===== config.mk =====
export PLATFORM = sky130hd
export DESIGN_NAME = control_fsm
export DESIGN_NICKNAME = d
export VERILOG_FILES = /design/src/rtl/control_fsm.sv
export SDC_FILE = /design/constraint.sdc
export NUM_CORES = 1
export LEC_CHECK = 0
export CAP_MARGIN = 20
export CORE_MARGIN = 3
export CORE_UTILIZATION = 39
export CTS_CLUSTER_DIAMETER = 60
export DETAILED_ROUTE_END_ITERATION = 12
export DONT_BUFFER_PORTS = 1
export GPL_TIMING_DRIVEN = 0
export MAX_ROUTING_LAYER = met4
export PLACE_DENSITY_LB_ADDON = 0.2
export RECOVER_POWER = 50
export SLEW_MARGIN = 20
export SYNTH_ARGS = -nofsm -noshare
export SYNTH_HDL_FRONTEND = slang
export SYNTH_SLANG_ARGS = --single-unit

===== constraint.sdc =====
create_clock -name clk -period 3.1 [get_ports clk]
set_input_delay 0.465 -clock clk [delete_from_list [all_inputs] [get_ports clk]]
set_output_delay 0.465 -clock clk [all_outputs]
set_load 0.005 [all_outputs]

===== src/rtl/control_fsm.sv =====
// Control state machine for the transaction-layer FIFO bank: sequences reset,
// threshold configuration, idle/active operation and a terminal error state.
module control_fsm #(
    parameter int N_FIFO   = 4,
    parameter int UMBRAL_W = 3
) (
    input  logic                clk,
    input  logic                reset_L,
    input  logic                init,
    input  logic [UMBRAL_W-1:0] umbral_superior_in,
    input  logic [UMBRAL_W-1:0] umbral_inferior_in,
    input  logic [N_FIFO-1:0]   fifo_empty,
    input  logic [N_FIFO-1:0]   fifo_error,
    output logic [3:0]          state,
    output logic [UMBRAL_W-1:0] umbral_superior,
    output logic [UMBRAL_W-1:0] umbral_inferior,
    output logic                idle,
    output logic                error_out,
    output logic [N_FIFO-1:0]   error_fifo,
    output logic                cfg_error
);

    localparam logic [3:0] ST_RESET  = 4'd0;
    localparam logic [3:0] ST_INIT   = 4'd1;
    localparam logic [3:0] ST_IDLE   = 4'd2;
    localparam logic [3:0] ST_ACTIVE = 4'd3;
    localparam logic [3:0] ST_ERROR  = 4'd4;

    logic [3:0]          state_reg, state_next;
    logic [UMBRAL_W-1:0] sup_reg, sup_next;
    logic [UMBRAL_W-1:0] inf_reg, inf_next;
    logic                idle_reg, idle_next;
    logic                err_reg, err_next;
    logic [N_FIFO-1:0]   error_fifo_reg, error_fifo_next;
    logic                cfg_error_reg, cfg_error_next;

    // Comparison is on the raw inputs so a bad pair is caught on the edge it is offered.
    logic thr_legal;
    assign thr_legal = (umbral_inferior_in < umbral_superior_in);

    always_ff @(posedge clk) begin
        if (!reset_L) begin
            state_reg      <= ST_RESET;
            sup_reg        <= '0;
            inf_reg        <= '0;
            idle_reg       <= 1'b0;
            err_reg        <= 1'b0;
            error_fifo_reg <= '0;
            cfg_error_reg  <= 1'b0;
        end else begin
            state_reg      <= state_next;
            sup_reg        <= sup_next;
            inf_reg        <= inf_next;
            idle_reg       <= idle_next;
            err_reg        <= err_next;
            error_fifo_reg <= error_fifo_next;
            cfg_error_reg  <= cfg_error_next;
        end
    end

    always_comb begin
        state_next = ST_RESET;
        case (state_reg)
            ST_RESET: state_next = ST_INIT;
            ST_INIT: begin
                if (init)           state_next = ST_INIT;
                else if (thr_legal) state_next = ST_IDLE;
                else                state_next = ST_ERROR;
            end
            ST_IDLE, ST_ACTIVE: begin
                if (|fifo_error)      state_next = ST_ERROR;
                else if (init)        state_next = ST_INIT;
                else if (&fifo_empty) state_next = ST_IDLE;
                else                  state_next = ST_ACTIVE;
            end
            ST_ERROR: state_next = ST_ERROR;
            default:  state_next = ST_RESET;
        endcase
    end

    always_comb begin
        sup_next        = sup_reg;
        inf_next        = inf_reg;
        cfg_error_next  = cfg_error_reg;
        error_fifo_next = error_fifo_reg;
        if (state_reg == ST_INIT) begin
            if (init || thr_legal) begin
                sup_next = umbral_superior_in;
                inf_next = umbral_inferior_in;
            end else begin
                cfg_error_next = 1'b1;
            end
        end
        // Error pulses are accumulated in every state that watches the FIFOs, ERROR included.
        if (state_reg == ST_IDLE || state_reg == ST_ACTIVE || state_reg == ST_ERROR)
            error_fifo_next = error_fifo_reg | fifo_error;
        idle_next = (state_next == ST_IDLE);
        err_next  = (state_next == ST_ERROR);
    end

    assign state           = state_reg;
    assign umbral_superior = sup_reg;
    assign umbral_inferior = inf_reg;
    assign idle            = idle_reg;
    assign error_out       = err_reg;
    assign error_fifo      = error_fifo_reg;
    assign cfg_error       = cfg_error_reg;

endmodule


==> results of run 1 <==
## cell usage in the layout (no fill, tap or decap)
| cell | netlist | final |
|---|---|---|
| a211oi_1 | 1 | 1 |
| a21oi_1 | 7 | 7 |
| a31oi_1 | 6 | 6 |
| and3_1 | 1 | 1 |
| buf_2 | 2 | 2 |
| buf_4 | 1 | 1 |
| buf_6 | 2 | 2 |
| clkbuf_1 | 3 | 3 |
| clkbuf_4 | 0 | 3 |
| clkbuf_8 | 0 | 1 |
| conb_1 | 1 | 1 |
| dfxtp_1 | 16 | 16 |
| ha_1 | 2 | 2 |
| inv_1 | 3 | 3 |
| mux2_2 | 1 | 1 |
| nand2_1 | 2 | 2 |
| nand2b_1 | 2 | 2 |
| nand3_1 | 13 | 13 |
| nand4b_1 | 6 | 6 |
| nor2_1 | 8 | 8 |
| nor2b_1 | 8 | 8 |
| nor3_1 | 1 | 1 |
| nor3b_2 | 1 | 1 |
| nor4_2 | 1 | 1 |
| nor4bb_1 | 1 | 1 |
| o211ai_1 | 6 | 6 |
| o21a_1 | 1 | 1 |
| o21ai_0 | 1 | 1 |
| o21ai_1 | 1 | 1 |
| o311a_1 | 2 | 2 |
| or2b_1 | 1 | 1 |
| or3b_4 | 1 | 1 |
## cells by family after synthesis
logic type | Yosys count | synth area share
AO/OA/AOI/OAI | 25 | 0.187
multiplexers | 1 | 0.0130
other | 1 | 0.00432
AND/OR/NAND/NOR | 46 | 0.326
buffers and inverters | 11 | 0.0720
adder cells (fa/ha/maj) | 2 | 0.0288
flip-flops | 16 | 0.369
## cells in the mapped netlist (2+ instances only)
cell type | instances | area (µm²)
inv_1 | 3 | 11.3
a31oi_1 | 6 | 37.5
nand2b_1 | 2 | 12.5
dfxtp_1 | 16 | 320
nand3_1 | 13 | 65.1
nor2_1 | 8 | 30.0
o211ai_1 | 6 | 45.0
o311a_1 | 2 | 20.0
nand2_1 | 2 | 7.51
a21oi_1 | 7 | 35.0
ha_1 | 2 | 25.0
nor2b_1 | 8 | 50.1
nand4b_1 | 6 | 52.6
clkbuf_1 | 3 | 11.3
buf_6 | 2 | 22.5
buf_2 | 2 | 10.0
## critical path: cells and delay by family
kind	cells	cell delay, ns
compound gates	2	0.47
fa+ha+maj	1	0.28
buf+inv	2	0.32
simple gates	2	0.18
## power by group
group | total (µW) | internal [µW] | switching [µW] | leakage (µW)
logic | 85.1 | 38.4 | 46.8 | 0.000181
registers | 244 | 225 | 18.7 | 0.000131
clock network | 142 | 71.4 | 70.3 | 0.0000210
total | 470 | 335 | 136 | 0.000333
## per-stage QoR
step | std cells | utilization | hold slack (ns) | instance area [µm²] | setup slack, ns
after floorplan | 102 | - | 0.482 | 868 | 1.45
after global placement | 129 | 0.442 | 0.509 | 902 | 1.35
after detailed placement | 129 | 0.442 | 0.517 | 902 | 1.32
after CTS | 133 | 0.460 | 0.327 | 938 | 1.62
after global routing | 133 | 0.460 | 0.330 | 938 | 1.38
final | 133 | 0.460 | 0.332 | 938 | 1.60
## layer usage
metal | wire length, µm | track usage
met3 | 164 | 0.0451
met4 | 14 | 0.0511
met1 | 956 | 0.216
met2 | 909 | 0.254
met5 | 0 | -
## layout make-up
type / count / share of cell area
multi-input combinational: 75 / 0.517
tap: 27 / 0.0360
inverter: 3 / 0.0120
clock buffer: 4 / 0.0387
buffer: 8 / 0.0547
sequential: 16 / 0.341
## path summary, 6_finish.rpt
check | startpoint | end | slack (ns) | cells past startpoint
worst max-delay path | umbral_superior_in[2] | umbral_inferior[1] | 1.60 | 7
worst min-delay path | reset_L | idle | 0.33 | 2
worst max register to register | state[1] | umbral_inferior[1] | 1.66 | 5
worst min register to register | error_fifo[1] | error_fifo[1] | 0.54 | 2
==> impl_metrics.py, run 1 <==
metrics = {
    "cts": {
        "max-clock-path-buffers": 2,
        "clkLatencyLatePin_ns": 0.29,
        "htree_levels": 1,
        "cts_setup_buffers": 0,
        "post_cts_resized": 0,
        "cts_made_buffers": 3,
        "holdBufCountCts": 0,
        "cts.sinks": 16,
        "cts_tree": "yes",
        "cts_root_buffer": "clkbuf_4",
        "clk_pin_slew_ns": 0.11,
    },
    "synthesis": {
        "syn_nets": 121,
        "syn_area_um2": 868,
        "postSynthAreaPerCell_um2": 8.51,
        "syn_inst": 102,
        "ys_warn_count": 0,
        "yosys_register_bits": 16,
        "yosysSeqAreaShare": 0.369,
        "synth_flop_cell": "dfxtp_1",
        "synth-edff-count": 0,
        "synth.distinct_cells": 30,
        "synthArstFlopShare": 0,
    },
    "routing": {
        "final_antenna_net_count": 0,
        "drc_errors": 0,
        "vias": 768,
        "detail_route.first_pass.iterations": 4,
        "vias_per_cell": 5.77,
        "wl_um": 2050,
        "wire_per_inst_um": 15.4,
        "drt_first_iter_violations": 18,
    },
    "floorplanning": {
        "die_w_um": 53.2,
        "rows": 16,
        "ioPinCount": 34,
        "die_y_um": 53.2,
        "core-area_um2": 2040,
        "initial_core_util": 0.425,
        "design.die.area_um2": 2830,
    },
    "sta": {
        "hold_viol": 0,
        "drv_slew": 0,
        "fin_skew_ns": 0.00653,
        "rsz0062_at_grt": "no",
        "period_needed_ns": 1.50,
        "period_share": 0.484,
        "setup_tns_ns": 0,
        "setup_viol": 0,
        "fmax_ghz": 0.667,
    },
    "cells_and_area": {
        "num_antenna_cells": 0,
        "layout.area.seq_um2": 320,
        "fillers": 220,
        "layout.nets": 126,
        "multi_input_area_um2": 485,
        "area_growth_pct": 8.07,
        "drive_gt1_frac": 0.123,
        "largest_reg_flops": 4,
    },
    "pwr": {
        "p_total_uw": 470,
        "pwr_density_cell_nw_per_um2": 501,
        "vdd_drop_max_uv": 244,
        "p_leak_uw": 0.000333,
    },
    "critical_path": {
        "critPathSlowestCell": "o21ai_1",
        "crit_path_end_kind": "register",
        "path_cells": "inv_1 > ha_1 > nand2_1 > o21ai_1 > buf_2 > nand4b_1 > o211ai_1",
        "cpPeakStageDelay_ns": 0.36,
        "cp.required_ns": 3.32,
        "crit_fanout": 10,
        "worstSetupPathType": "input port to register",
        "startpoint_type": "input port",
        "worstPathArrival_ns": 1.72,
    },
    "placed_design": {
        "dp_hpwl_um": 1500,
        "io_buffers": 0,
        "gp_congestion": 0.687,
    },
    "grt": {
        "grt_pass1_vias": 719,
        "grt.overflow.total": 0,
        "grt_max_degree": 11,
        "track_usage": 0.167,
        "antenna_found_initial": 0,
        "grt_pass1_wl_um": 3390,
    },
    "run": {
        "max_cap_violations": 0,
    },
    "worst_hold_path": {
        "min_path_type": "input port to register",
    },
    "status": {
        "outcome": "complete, no violations",
    },
}
Power figures use the tool's default switching activity.
==> inputs of run 2 (changes only) <==
Clock period 3.1 ns to 1.54 ns, I/O delays scaled along.
==> run 2 against run 1 <==
Sequential power increased by 100%. Hold slack got worse by 0.23 ns. Clock power increased by 100%. Sequential share of layout area decreased by 0.23 points. Routed wire length decreased by 0.20%.
==> impl_metrics.py, run 2 (synthesis results as in run 1) <==
metrics = {
    "status": {
        "outcome": "complete, no violations",
    },
    "grt": {
        "grt.overflow.total": 0,
        "antenna_found_initial": 0,
        "grt_pass1_wl_um": 3390,
        "grt_pass1_vias": 719,
        "track_usage": 0.167,
        "grt_max_degree": 11,
    },
    "cells_and_area": {
        "area_growth_pct": 8.79,
        "mostFrequentLayoutCell": "dfxtp_1",
        "fin_util": 0.463,
        "layout.nets": 126,
        "fillers": 219,
        "largest_reg_flops": 4,
        "drive_gt1_frac": 0.132,
        "num_antenna_cells": 0,
        "final_cell_mix": "16 x dfxtp_1, 13 x nand3_1, 8 x nor2b_1, 8 x nor2_1, 7 x a21oi_1",
    },
    "sta": {
        "fmax_ghz": 0.692,
        "hold_viol": 0,
        "rsz0062_at_grt": "no",
        "period_needed_ns": 1.44,
        "setup_viol": 0,
        "period_share": 0.938,
        "hold_ws_ns": 0.0982,
        "setup_ws_ns": 0.0954,
        "fin_skew_ns": 0.00657,
        "drv_slew": 0,
    },
    "cts": {
        "cts_made_buffers": 3,
        "post_cts_resized": 0,
        "max-clock-path-buffers": 2,
        "cts.sinks": 16,
        "cts_tree": "yes",
        "htree_levels": 1,
        "clk_pin_slew_ns": 0.11,
        "clkLatencyLatePin_ns": 0.29,
        "cts_root_buffer": "clkbuf_4",
        "holdBufCountCts": 0,
        "cts_setup_buffers": 0,
    },
    "critical_path": {
        "crit_start": "state[1]",
        "path_cells": "buf_6 > or3b_4 > buf_6 > a31oi_1 > o211ai_1",
        "worstSetupPathType": "register to register",
        "rrSetupSlack_ns": 0.1,
        "reg2reg_from": "state[1]",
        "cpMostUsedCell": "buf_6",
        "critPathSlowestCell": "or3b_4",
        "reg2regPathDepth": 5,
        "r2r-end": "umbral_inferior[1]",
        "crit_path_end_kind": "register",
        "crit_fanout": 10,
        "cp.required_ns": 1.72,
        "startpoint_type": "register",
        "worstPathArrival_ns": 1.62,
        "cpPeakStageDelay_ns": 0.42,
        "cp-endpoint": "umbral_inferior[1]",
    },
    "floorplanning": {
        "ioPinCount": 34,
        "design.die.area_um2": 2830,
        "rows": 16,
        "initial_core_util": 0.425,
        "die_w_um": 53.2,
        "core-area_um2": 2040,
        "die_y_um": 53.2,
    },
    "routing": {
        "wl_um": 2040,
        "vias": 766,
        "final_antenna_net_count": 0,
        "detail_route.first_pass.iterations": 4,
        "vias_per_cell": 5.76,
        "wire_per_inst_um": 15.3,
        "drt_first_iter_violations": 18,
        "drc_errors": 0,
    },
    "placed_design": {
        "dp_hpwl_um": 1500,
        "io_buffers": 0,
        "dp_slack_ns": -0.00965,
        "gp_congestion": 0.687,
    },
    "run": {
        "max_cap_violations": 0,
    },
    "worst_hold_path": {
        "min_path_type": "input port to register",
    },
    "pwr": {
        "p_leak_uw": 0.000334,
        "pwr_density_cell_nw_per_um2": 1000,
        "vdd_drop_max_uv": 491,
    },
}
[run 2: cell count changes in the layout (fill, tap and decap cells not counted)]
cell / before / now
a31oi_1: 6 / 5
a31oi_2: 0 / 1
[run 2: worst min path at each step]
stage,from,slack (ns),endpoint,cells after the start
global route,reset_L,0.1,state[1],2
CTS,reset_L,0.09,idle,2
floorplan,reset_L,0.39,state[1],2
finish,reset_L,0.1,idle,2
detailed placement,fifo_error[0],0.41,error_fifo[0],2
global placement,fifo_error[2],0.40,error_fifo[2],2
[run 2: layer usage]
layer | part of all wire | GRT usage | up-vias | routed length [µm]
met5 | 0 | - | - | 0
met3 | 0.090 | 0.0451 | 2 | 183
li1 | - | - | 385 | -
met1 | 0.46 | 0.216 | 351 | 933
met2 | 0.45 | 0.254 | 28 | 909
met4 | 0.0069 | 0.0511 | 0 | 14
[run 2: cell type report]
| class | instances | area, µm² | area share |
|---|---|---|---|
| buffer | 8 | 51.3 | 0.0543 |
| clock buffer | 4 | 36.3 | 0.0384 |
| inverter | 3 | 11.3 | 0.0119 |
| multi-input combinational | 75 | 492 | 0.521 |
| sequential | 16 | 320 | 0.339 |
| tap | 27 | 33.8 | 0.0358 |
[run 2: worst max-delay path, delay by kind of cell, from the launching register on]
kind	cells	cell delay (ns)
AO/OA/AOI/OAI	2	0.28
AND/OR/NAND/NOR	1	0.42
buffers and inverters	2	0.30
flip-flops	1	0.35
[run 2: power breakdown]
part	switching, µW	internal (µW)
sequential	38.4	453
clock	141	144
combinational	94.8	78.1
[run 2: metrics by stage]
step / setup TNS, ns / cell area [µm²] / total power, µW / std cells
final: 0 / 945 / 949 / 133
after global placement: 0 / 902 / 667 / 129
after global routing: 0 / 945 / 1010 / 133
after detailed placement: -0.0187 / 902 / 672 / 129
after floorplan: 0 / 868 / 632 / 102
after CTS: 0 / 938 / 960 / 133
